--- config.mk ---
export PLATFORM = sky130hd
export DESIGN_NAME = pattern_det_ctrl
export DESIGN_NICKNAME = d
export VERILOG_FILES = /design/src/rtl/pattern_det_ctrl.sv
export SDC_FILE = /design/constraint.sdc
export NUM_CORES = 1
export LEC_CHECK = 0
export BUFFER_PORTS_ARGS = -buffer_cell sky130_fd_sc_hd__buf_2
export CORE_ASPECT_RATIO = 0.8
export CORE_MARGIN = 4
export CORE_UTILIZATION = 51
export CTS_CLUSTER_SIZE = 25
export DETAILED_ROUTE_END_ITERATION = 8
export PLACE_DENSITY = 0.72
export SKIP_CTS_REPAIR_TIMING = 1
export SLEW_MARGIN = 5
export SYNTH_ARGS = -nofsm -noshare
export SYNTH_HDL_FRONTEND = slang
export SYNTH_SLANG_ARGS = --single-unit
export TNS_END_PERCENT = 1
--- constraint.sdc ---
create_clock -name clk -period 2.7 [get_ports clk]
set_clock_uncertainty 0.1 [all_clocks]
set_input_delay 0.54 -clock clk [delete_from_list [all_inputs] [get_ports clk]]
set_output_delay 0.54 -clock clk [all_outputs]
set_load 0.01 [all_outputs]
--- src/rtl/pattern_det_ctrl.sv ---
// pattern_det_ctrl: programmable serial pattern detector with IDLE/RUN/DONE sequencing and match counting.
// Define PATDET_BITCNT_EN to add the 16-bit bit_cnt output (valid bits sampled in RUN).
module pattern_det_ctrl #(
    parameter int MAX_LEN = 8,
    parameter int LEN_W   = 4,
    parameter int CNT_W   = 8
) (
    input  logic               clk,
    input  logic               rst,
    input  logic               cfg_wr,
    input  logic [MAX_LEN-1:0] cfg_pattern,
    input  logic [LEN_W-1:0]   cfg_len,
    input  logic               cfg_overlap,
    input  logic [CNT_W-1:0]   cfg_target,
    input  logic               start,
    input  logic               abort,
    input  logic               data_valid,
    input  logic               data_in,
    output logic               match,
    output logic [CNT_W-1:0]   match_cnt,
    output logic               busy,
    output logic               done,
    output logic               cfg_err
`ifdef PATDET_BITCNT_EN
    ,
    output logic [15:0]        bit_cnt
`endif
);

    typedef enum logic [1:0] {IDLE = 2'd0, RUN = 2'd1, DONE = 2'd2} state_t;

    localparam logic [LEN_W-1:0] LEN_MAX = LEN_W'(MAX_LEN);
    localparam logic [CNT_W-1:0] CNT_SAT = {CNT_W{1'b1}};

    state_t             state_q, state_d;
    logic [MAX_LEN-1:0] hist_q, hist_d, pat_q, pat_d;
    logic [LEN_W-1:0]   fill_q, fill_d, len_q, len_d;
    logic               ovl_q, ovl_d;
    logic [CNT_W-1:0]   tgt_q, tgt_d, cnt_q, cnt_d;
    logic               match_q, match_d, busy_q, busy_d;
    logic               done_q, done_d, cfg_err_q, cfg_err_d;
    logic [MAX_LEN-1:0] hist_nx, len_mask;
    logic [LEN_W-1:0]   fill_nx;
    logic [CNT_W-1:0]   cnt_inc;
    logic               hit, cfg_ok;
`ifdef PATDET_BITCNT_EN
    logic [15:0]        bitcnt_q, bitcnt_d;
`endif

    function automatic logic [MAX_LEN-1:0] mask_of(input logic [LEN_W-1:0] l);
        logic [MAX_LEN-1:0] m;
        m = {MAX_LEN{1'b0}};
        for (int i = 0; i < MAX_LEN; i++) begin
            m[i] = (i < int'(l));
        end
        return m;
    endfunction

    // Candidate shift/fill values and the match decision for the current bit.
    always_comb begin
        hist_nx  = {hist_q[MAX_LEN-2:0], data_in};
        fill_nx  = (fill_q >= LEN_MAX) ? LEN_MAX : fill_q + LEN_W'(1);
        len_mask = mask_of(len_q);
        hit      = (fill_nx >= len_q) && ((hist_nx & len_mask) == (pat_q & len_mask));
        cnt_inc  = (cnt_q == CNT_SAT) ? cnt_q : cnt_q + CNT_W'(1);
        cfg_ok   = (cfg_len != {LEN_W{1'b0}}) && (cfg_len <= LEN_MAX);
    end

    // Next-state, configuration, sampling and output decode.
    always_comb begin
        state_d   = state_q;
        hist_d    = hist_q;
        fill_d    = fill_q;
        pat_d     = pat_q;
        len_d     = len_q;
        ovl_d     = ovl_q;
        tgt_d     = tgt_q;
        cnt_d     = cnt_q;
        match_d   = 1'b0;
        cfg_err_d = 1'b0;
`ifdef PATDET_BITCNT_EN
        bitcnt_d  = bitcnt_q;
`endif
        case (state_q)
            IDLE, DONE: begin
                if (cfg_wr && cfg_ok) begin
                    pat_d = cfg_pattern;
                    len_d = cfg_len;
                    ovl_d = cfg_overlap;
                    tgt_d = cfg_target;
                end else if (cfg_wr) begin
                    cfg_err_d = 1'b1;
                end else begin
                    cfg_err_d = 1'b0;
                end
                // Abort beats a simultaneous start; nothing is cleared then.
                if (start && abort) begin
                    state_d = IDLE;
                end else if (start) begin
                    state_d = RUN;
                    hist_d  = {MAX_LEN{1'b0}};
                    fill_d  = {LEN_W{1'b0}};
                    cnt_d   = {CNT_W{1'b0}};
`ifdef PATDET_BITCNT_EN
                    bitcnt_d = 16'd0;
`endif
                end else begin
                    state_d = state_q;
                end
            end
            RUN: begin
                if (abort) begin
                    state_d = IDLE;
                end else if (data_valid) begin
                    hist_d = hist_nx;
                    fill_d = fill_nx;
`ifdef PATDET_BITCNT_EN
                    bitcnt_d = (bitcnt_q == 16'hFFFF) ? bitcnt_q : bitcnt_q + 16'd1;
`endif
                    if (hit) begin
                        match_d = 1'b1;
                        cnt_d   = cnt_inc;
                        if (!ovl_q) begin
                            fill_d = {LEN_W{1'b0}};
                        end else begin
                            fill_d = fill_nx;
                        end
                        if ((tgt_q != {CNT_W{1'b0}}) && (cnt_inc == tgt_q)) begin
                            state_d = DONE;
                        end else begin
                            state_d = RUN;
                        end
                    end else begin
                        match_d = 1'b0;
                    end
                end else begin
                    state_d = RUN;
                end
            end
            default: begin
                state_d = IDLE;
            end
        endcase
        busy_d = (state_d == RUN);
        done_d = (state_d == DONE);
    end

    // State and datapath registers with asynchronous active-low reset.
    always_ff @(posedge clk or negedge rst) begin
        if (!rst) begin
            state_q   <= IDLE;
            hist_q    <= {MAX_LEN{1'b0}};
            fill_q    <= {LEN_W{1'b0}};
            pat_q     <= MAX_LEN'(3'b101);
            len_q     <= LEN_W'(3);
            ovl_q     <= 1'b1;
            tgt_q     <= {CNT_W{1'b0}};
            cnt_q     <= {CNT_W{1'b0}};
            match_q   <= 1'b0;
            busy_q    <= 1'b0;
            done_q    <= 1'b0;
            cfg_err_q <= 1'b0;
`ifdef PATDET_BITCNT_EN
            bitcnt_q  <= 16'd0;
`endif
        end else begin
            state_q   <= state_d;
            hist_q    <= hist_d;
            fill_q    <= fill_d;
            pat_q     <= pat_d;
            len_q     <= len_d;
            ovl_q     <= ovl_d;
            tgt_q     <= tgt_d;
            cnt_q     <= cnt_d;
            match_q   <= match_d;
            busy_q    <= busy_d;
            done_q    <= done_d;
            cfg_err_q <= cfg_err_d;
`ifdef PATDET_BITCNT_EN
            bitcnt_q  <= bitcnt_d;
`endif
        end
    end

    assign match     = match_q;
    assign match_cnt = cnt_q;
    assign busy      = busy_q;
    assign done      = done_q;
    assign cfg_err   = cfg_err_q;
`ifdef PATDET_BITCNT_EN
    assign bit_cnt   = bitcnt_q;
`endif

endmodule
## Word-level counts from Yosys, hierarchy flattened

Cells that the tools add are included.

- Bits in registers: 46
- Input port bits: 28

- Reduce and logical (&&, ||, !) cells: 13
- Bitwise operators: 2
- Order comparisons: 11
- $add $sub $neg: 2
- Eq/ne operators: 12
- Mux-type cells: 32

Operators by type and width:

| kind | count |
|---|---|
| two-way mux 8 bit | 6 |
| two-way mux 4 bit | 7 |
| bitwise AND 8 bit | 2 |
| == test 8 bit | 2 |
| < comparator 3 x 4 -> 1 bit (first input constant) | 4 |
| case mux 8 bit (2 select lines) | 1 |
| two-way mux 7 bit | 2 |
| case mux 7 bit (2 select lines) | 1 |
| two-way mux 2 bit | 6 |
| != test 2 bit (second input constant) | 5 |
| adder 8 x 1 -> 8 bit (second input constant) | 1 |
| == test 8 bit (second input constant) | 1 |
| < comparator 1 x 4 -> 1 bit (first input constant) | 2 |
| < comparator 2 x 4 -> 1 bit (first input constant) | 2 |
| case mux 4 bit (2 select lines) | 1 |
| nonzero test 8 bit | 1 |
| two-way mux 1 bit | 7 |
| AND reduction 6 bit | 1 |
| logical AND 1 bit | 5 |
| AND reduction 5 bit | 1 |
| adder 4 x 1 -> 4 bit (second input constant) | 1 |
| == test 2 x 1 -> 1 bit (second input constant) | 2 |
| == test 2 bit (second input constant) | 2 |
| greater-or-equal comparator 4 bit | 1 |
| other kinds (8) | 8 |

## Logic depth before layout (Yosys ltp)

- Word-level depth: 10
- Gate-level depth with buffers: 11
- Mapped depth without buffers: 11

## Worst setup path after synthesis

No wires, ideal clock.

- Path type: register to register
- Start point: register fill_q[0]
- End point: register cnt_q[2], in the netlist match_cnt[2]
- Slack: 0.475 ns
- Arrival time: 2.026 ns
- Required time: 2.501 ns
- Clock period less this slack: 2.225 ns
- Cell stages (with the launch flop): 12
- Library setup time: 0.099 ns
- Buffers on the path: 0
- Cells stage by stage: dfrtp_1 -> inv_1 -> ha_1 -> nor2b_1 -> ha_1 -> o21ai_0 -> a21oi_1 -> o211a_1 -> nand3_2 -> inv_2 -> a21oi_1 -> a311oi_1

- Cells in the longest elaborated chain, start to end: 6
- Elaborated cells between the ends (all ways): 7
- Classes of those cells: add/sub: 1; order compare: 2; eq/ne: 1; mux: 1; reduce/logical: 2

RTL lines:

| item | line | text |
|---|---|---|
| start, declared | 37 | `logic [LEN_W-1:0] fill_q, fill_d, len_q, len_d;` |
| start signal, assigned | 153 | `fill_q <= {LEN_W{1'b0}};` |
| start signal, assigned | 169 | `fill_q <= fill_d;` |
| adder 4 x 1 -> 4 bit or greater-or-equal comparator 4 bit (tied branches) | 62 | `fill_nx = (fill_q >= LEN_MAX) ? LEN_MAX : fill_q + LEN_W'(1);` |
| two-way mux 4 bit (*) | 62 |  |
| greater-or-equal comparator 4 bit (*) | 64 | `hit = (fill_nx >= len_q) && ((hist_nx & len_mask) == (pat_q & len_mask));` |
| logical AND 1 bit (*) | 64 |  |
| != test 2 bit (no source line) (*) | -- |  |
| AND reduction 6 bit (no source line) (*) | -- |  |
| end signal, assigned | 158 | `cnt_q <= {CNT_W{1'b0}};` |
| end signal, assigned | 174 | `cnt_q <= cnt_d;` |
| end, declared | 39 | `logic [CNT_W-1:0] tgt_q, tgt_d, cnt_q, cnt_d;` |

Every way passes the cells marked *; elsewhere a longest branch is shown, timed or not.
A chain may end at the register's enable or synchronous reset.

## Worst setup path after layout

- Start point: register fill_q[0]
- End point: register cnt_q[3], in the netlist match_cnt[3]

The elaborated chain is that of the path after synthesis.

==> qor.csv <==
stage,metric,value,unit
status,status,finished clean,
synth,Synth Area in Compound Gates,0.147,
global_routing,total grt overflow,0,
floorplanning,initial core utilization,0.530,
sta,RSZ-0062 raised after global routing,false,
sta,Pins Over Slew Limit,0,
clocking,Num CTS Buffers,5,
power_and_ir_drop,Pwr Density,650,nW/um^2
global_routing,first-pass GRT wire length,8.19,mm
synth,post-synthesis mux area share,0.108,
clocking,Clock transition at path regs,0.09,ns
floorplanning,die area,5960,um^2
place,final RePlAce weighted congestion,0.809,
routing,total vias in the final route,1825,
global_routing,number of global-route vias before repair,1726,
worst_setup_path,crit-path cells,inv_1 > ha_1 > nor2b_1 > ha_1 > o21ai_0 > a21oi_1 > o211a_1 > nand3_2 > inv_4 > a21oi_1 > a311oi_1,
synth,simple-gate share of the synthesized area,0.134,
floorplanning,Die Wd,85.3,um
synth,Syn Nets,257,
sta,slew at the pin closest to its max-slew limit,0.874,ns
routing,total wire length,4.86,mm
power_and_ir_drop,Lkg Pwr,1.30,nW
synth,Mapped Cells,222,
synth,main flop type after synthesis,dfrtp_1,
synth,Synthesis Warnings,0,
worst_setup_path,flop2flop setup slack,0.17,ns
synth,XOR/XNOR Fraction of Synth Area,0.0677,
worst_setup_path,R2R cell count,11,
routing,Remaining DRCs,0,
synth,"Async S/R FF share, synth",1.00,
place,HPWL after DPL,3.73,mm
routing,routed vias/inst,5.56,
synth,main combinational cell family by area after synthesis,compound AO/OA/AOI/OAI gates,
worst_setup_path,Setup CP Type,reg2reg,
synth,Adder-Cell Fraction of Synth Area,0.0359,
routing,number of nets with antenna violations after routing,0,
worst_setup_path,RR Startpoint,fill_q[0],
clocking,Clock H-tree levels,2,
hold_path,Hold Path Class,in2async,
sta,fin crit period,2.53,ns
synth,"Cell Area, Synth",2440,um^2
synth,"EDFF count, synth",0,
clocking,Longest Clk Path Bufs,2,
synth,post-synthesis area per instance,11.0,um^2
worst_setup_path,crit start category,flop,
sta,endpoints failing setup,0,
place,IO buf count,39,
worst_setup_path,Worst path max stage delay,0.43,ns
finish,NumNets Final,302,
floorplanning,IO Pins,40,
worst_setup_path,Critical Path AT,2.63,ns
routing,initial DRC count,145,
global_routing,largest net degree at the start of global routing,25,
worst_setup_path,crit-path max FO,8,
sta,crit share post-route,0.936,
sta,final hold viol count,0,
clocking,TritonCTS clock tree,built,
finish,Layout Area Growth over Synthesis,16.9,%
floorplanning,Core Area,4600,um^2
sta,hold_ws,0.114,ns
worst_setup_path,CP required,2.80,ns
synth,Netlist cell types,49,
floorplanning,Die Height,69.9,um
power_and_ir_drop,worst vdd ir,0.323,mV
floorplanning,cell row count,22,
clocking,CTS Sinks,46,
synth,#FFs+latches synth,46,
clocking,Clock Latency Late Sink,0.30,ns
finish,layout cells sized above 1,0.317,
worst_setup_path,WP buf/inv,2,
worst_setup_path,reg2reg end,match_cnt[3],
worst_setup_path,Worst path top cell family by delay,compound AO/OA/AOI/OAI gates,
global_routing,GRT Overall Usage,0.170,
worst_setup_path,crit end category,flop,
routing,1st-pass router iterations,4,
synth,sequential share of the synthesized area,0.475,
sta,Slew headroom,0.415,
sta,Fmax,396,MHz
finish,n_diodes,0,
global_routing,initial antenna violation count,0,
sta,Setup TNS,0,ns
worst_setup_path,Slowest cell on crit path,dfrtp_1,
job,Max Cap Violations,0,
routing,drt wl/cell,14.8,um
clocking,Root Driver,clkbuf_8,
[synth_stat cells (6+ instances only)]
master,instances,area [um^2]
o21ai_0,11,55.1
inv_1,13,48.8
mux2_2,12,135
mux2i_1,6,60.1
nor3_1,6,30.0
nand2_1,11,41.3
nor2_1,12,45.0
xnor2_1,14,123
a22o_1,11,96.3
a21oi_1,11,55.1
mux2_1,6,67.6
ha_1,7,87.6
dfrtp_1,41,1030
[flip-flops by register name, summed over array words and instances (netlist names), 2 cells and up]
name       count
match_cnt      8
pat_q          8
tgt_q          8
hist_q         7
fill_q         4
len_q          4
state_q        2
[through the flow]
step	total power [mW]	utilization	cells	setup slack, ns	instance area [um^2]
CTS	1.87	0.619	328	0.170	2850
global route	1.96	0.620	328	0.00412	2850
detailed placement	1.36	0.595	320	0.216	2740
global placement	1.34	0.595	320	0.329	2740
floorplan	1.21	-	222	0.475	2440
finish	1.85	0.620	328	0.172	2850
[routing by layer]
metal | wire length [um] | GRT usage
met5 | 0 | 0
met2 | 2080 | 0.230
met3 | 320 | 0.0425
met1 | 2430 | 0.267
met4 | 27 | 0.0439
[area by class of cell]
| type | instances | area, um^2 |
|---|---|---|
| Sequential cell | 46 | 1160 |
| Tap cell | 60 | 75.1 |
| Multi-Input combinational cell | 156 | 1200 |
| Clock buffer | 5 | 68.8 |
| Fill cell | 403 | 1750 |
| Timing Repair Buffer | 44 | 245 |
| Clock inverter | 3 | 43.8 |
| Inverter | 14 | 55.1 |
[power by group]
group	internal [mW]	leakage (nW)	switching, mW
Clock	0.278	0.0585	0.237
Combinational	0.223	0.655	0.227
Sequential	0.799	0.585	0.0902
[kinds of logic (layout without fill, tap and decap cells)]
kind of cell | after synthesis | count (layout)
DFF | 46 | 46
and+or+nand+nor | 56 | 56
xor gates and xnor gates | 18 | 18
adders and majority gates | 7 | 7
AOI/OAI and AO/OA | 51 | 51
muxes | 24 | 24
buffers and inverters | 20 | 66
[cell usage in the layout, fill, tap and decap left out, drive strengths merged, types with 2 or more instances in the layout]
cell | netlist | final
buf | 3 | 44
dfrtp | 41 | 41
mux2 | 18 | 18
xnor2 | 15 | 15
inv | 14 | 15
nor2 | 13 | 13
o21ai | 12 | 12
nand2 | 11 | 11
a21oi | 11 | 11
a22o | 11 | 11
ha | 7 | 7
nor3 | 7 | 7
nand3 | 7 | 7
mux2i | 6 | 6
clkbuf | 3 | 5
dfstp | 5 | 5
nor4 | 4 | 4
xor2 | 3 | 3
a211oi | 3 | 3
and3 | 3 | 3
nand2b | 2 | 2
a31oi | 2 | 2
nand4 | 2 | 2
a32oi | 2 | 2
a311oi | 2 | 2
nor2b | 2 | 2
nor3b | 2 | 2
[how the worst max path moves through the flow]
stage,start,slack (ns),depth (start not counted),end
final,fill_q[0],0.17,11,match_cnt[3]
after CTS,fill_q[0],0.17,11,match_cnt[3]
after global routing,fill_q[0],0.004,11,match_cnt[3]
after global placement,fill_q[0],0.33,11,match_cnt[3]
after detailed placement,fill_q[0],0.22,11,match_cnt[2]
after floorplan,fill_q[0],0.47,11,match_cnt[2]
Note: power is estimated with default switching activity, not from simulation.
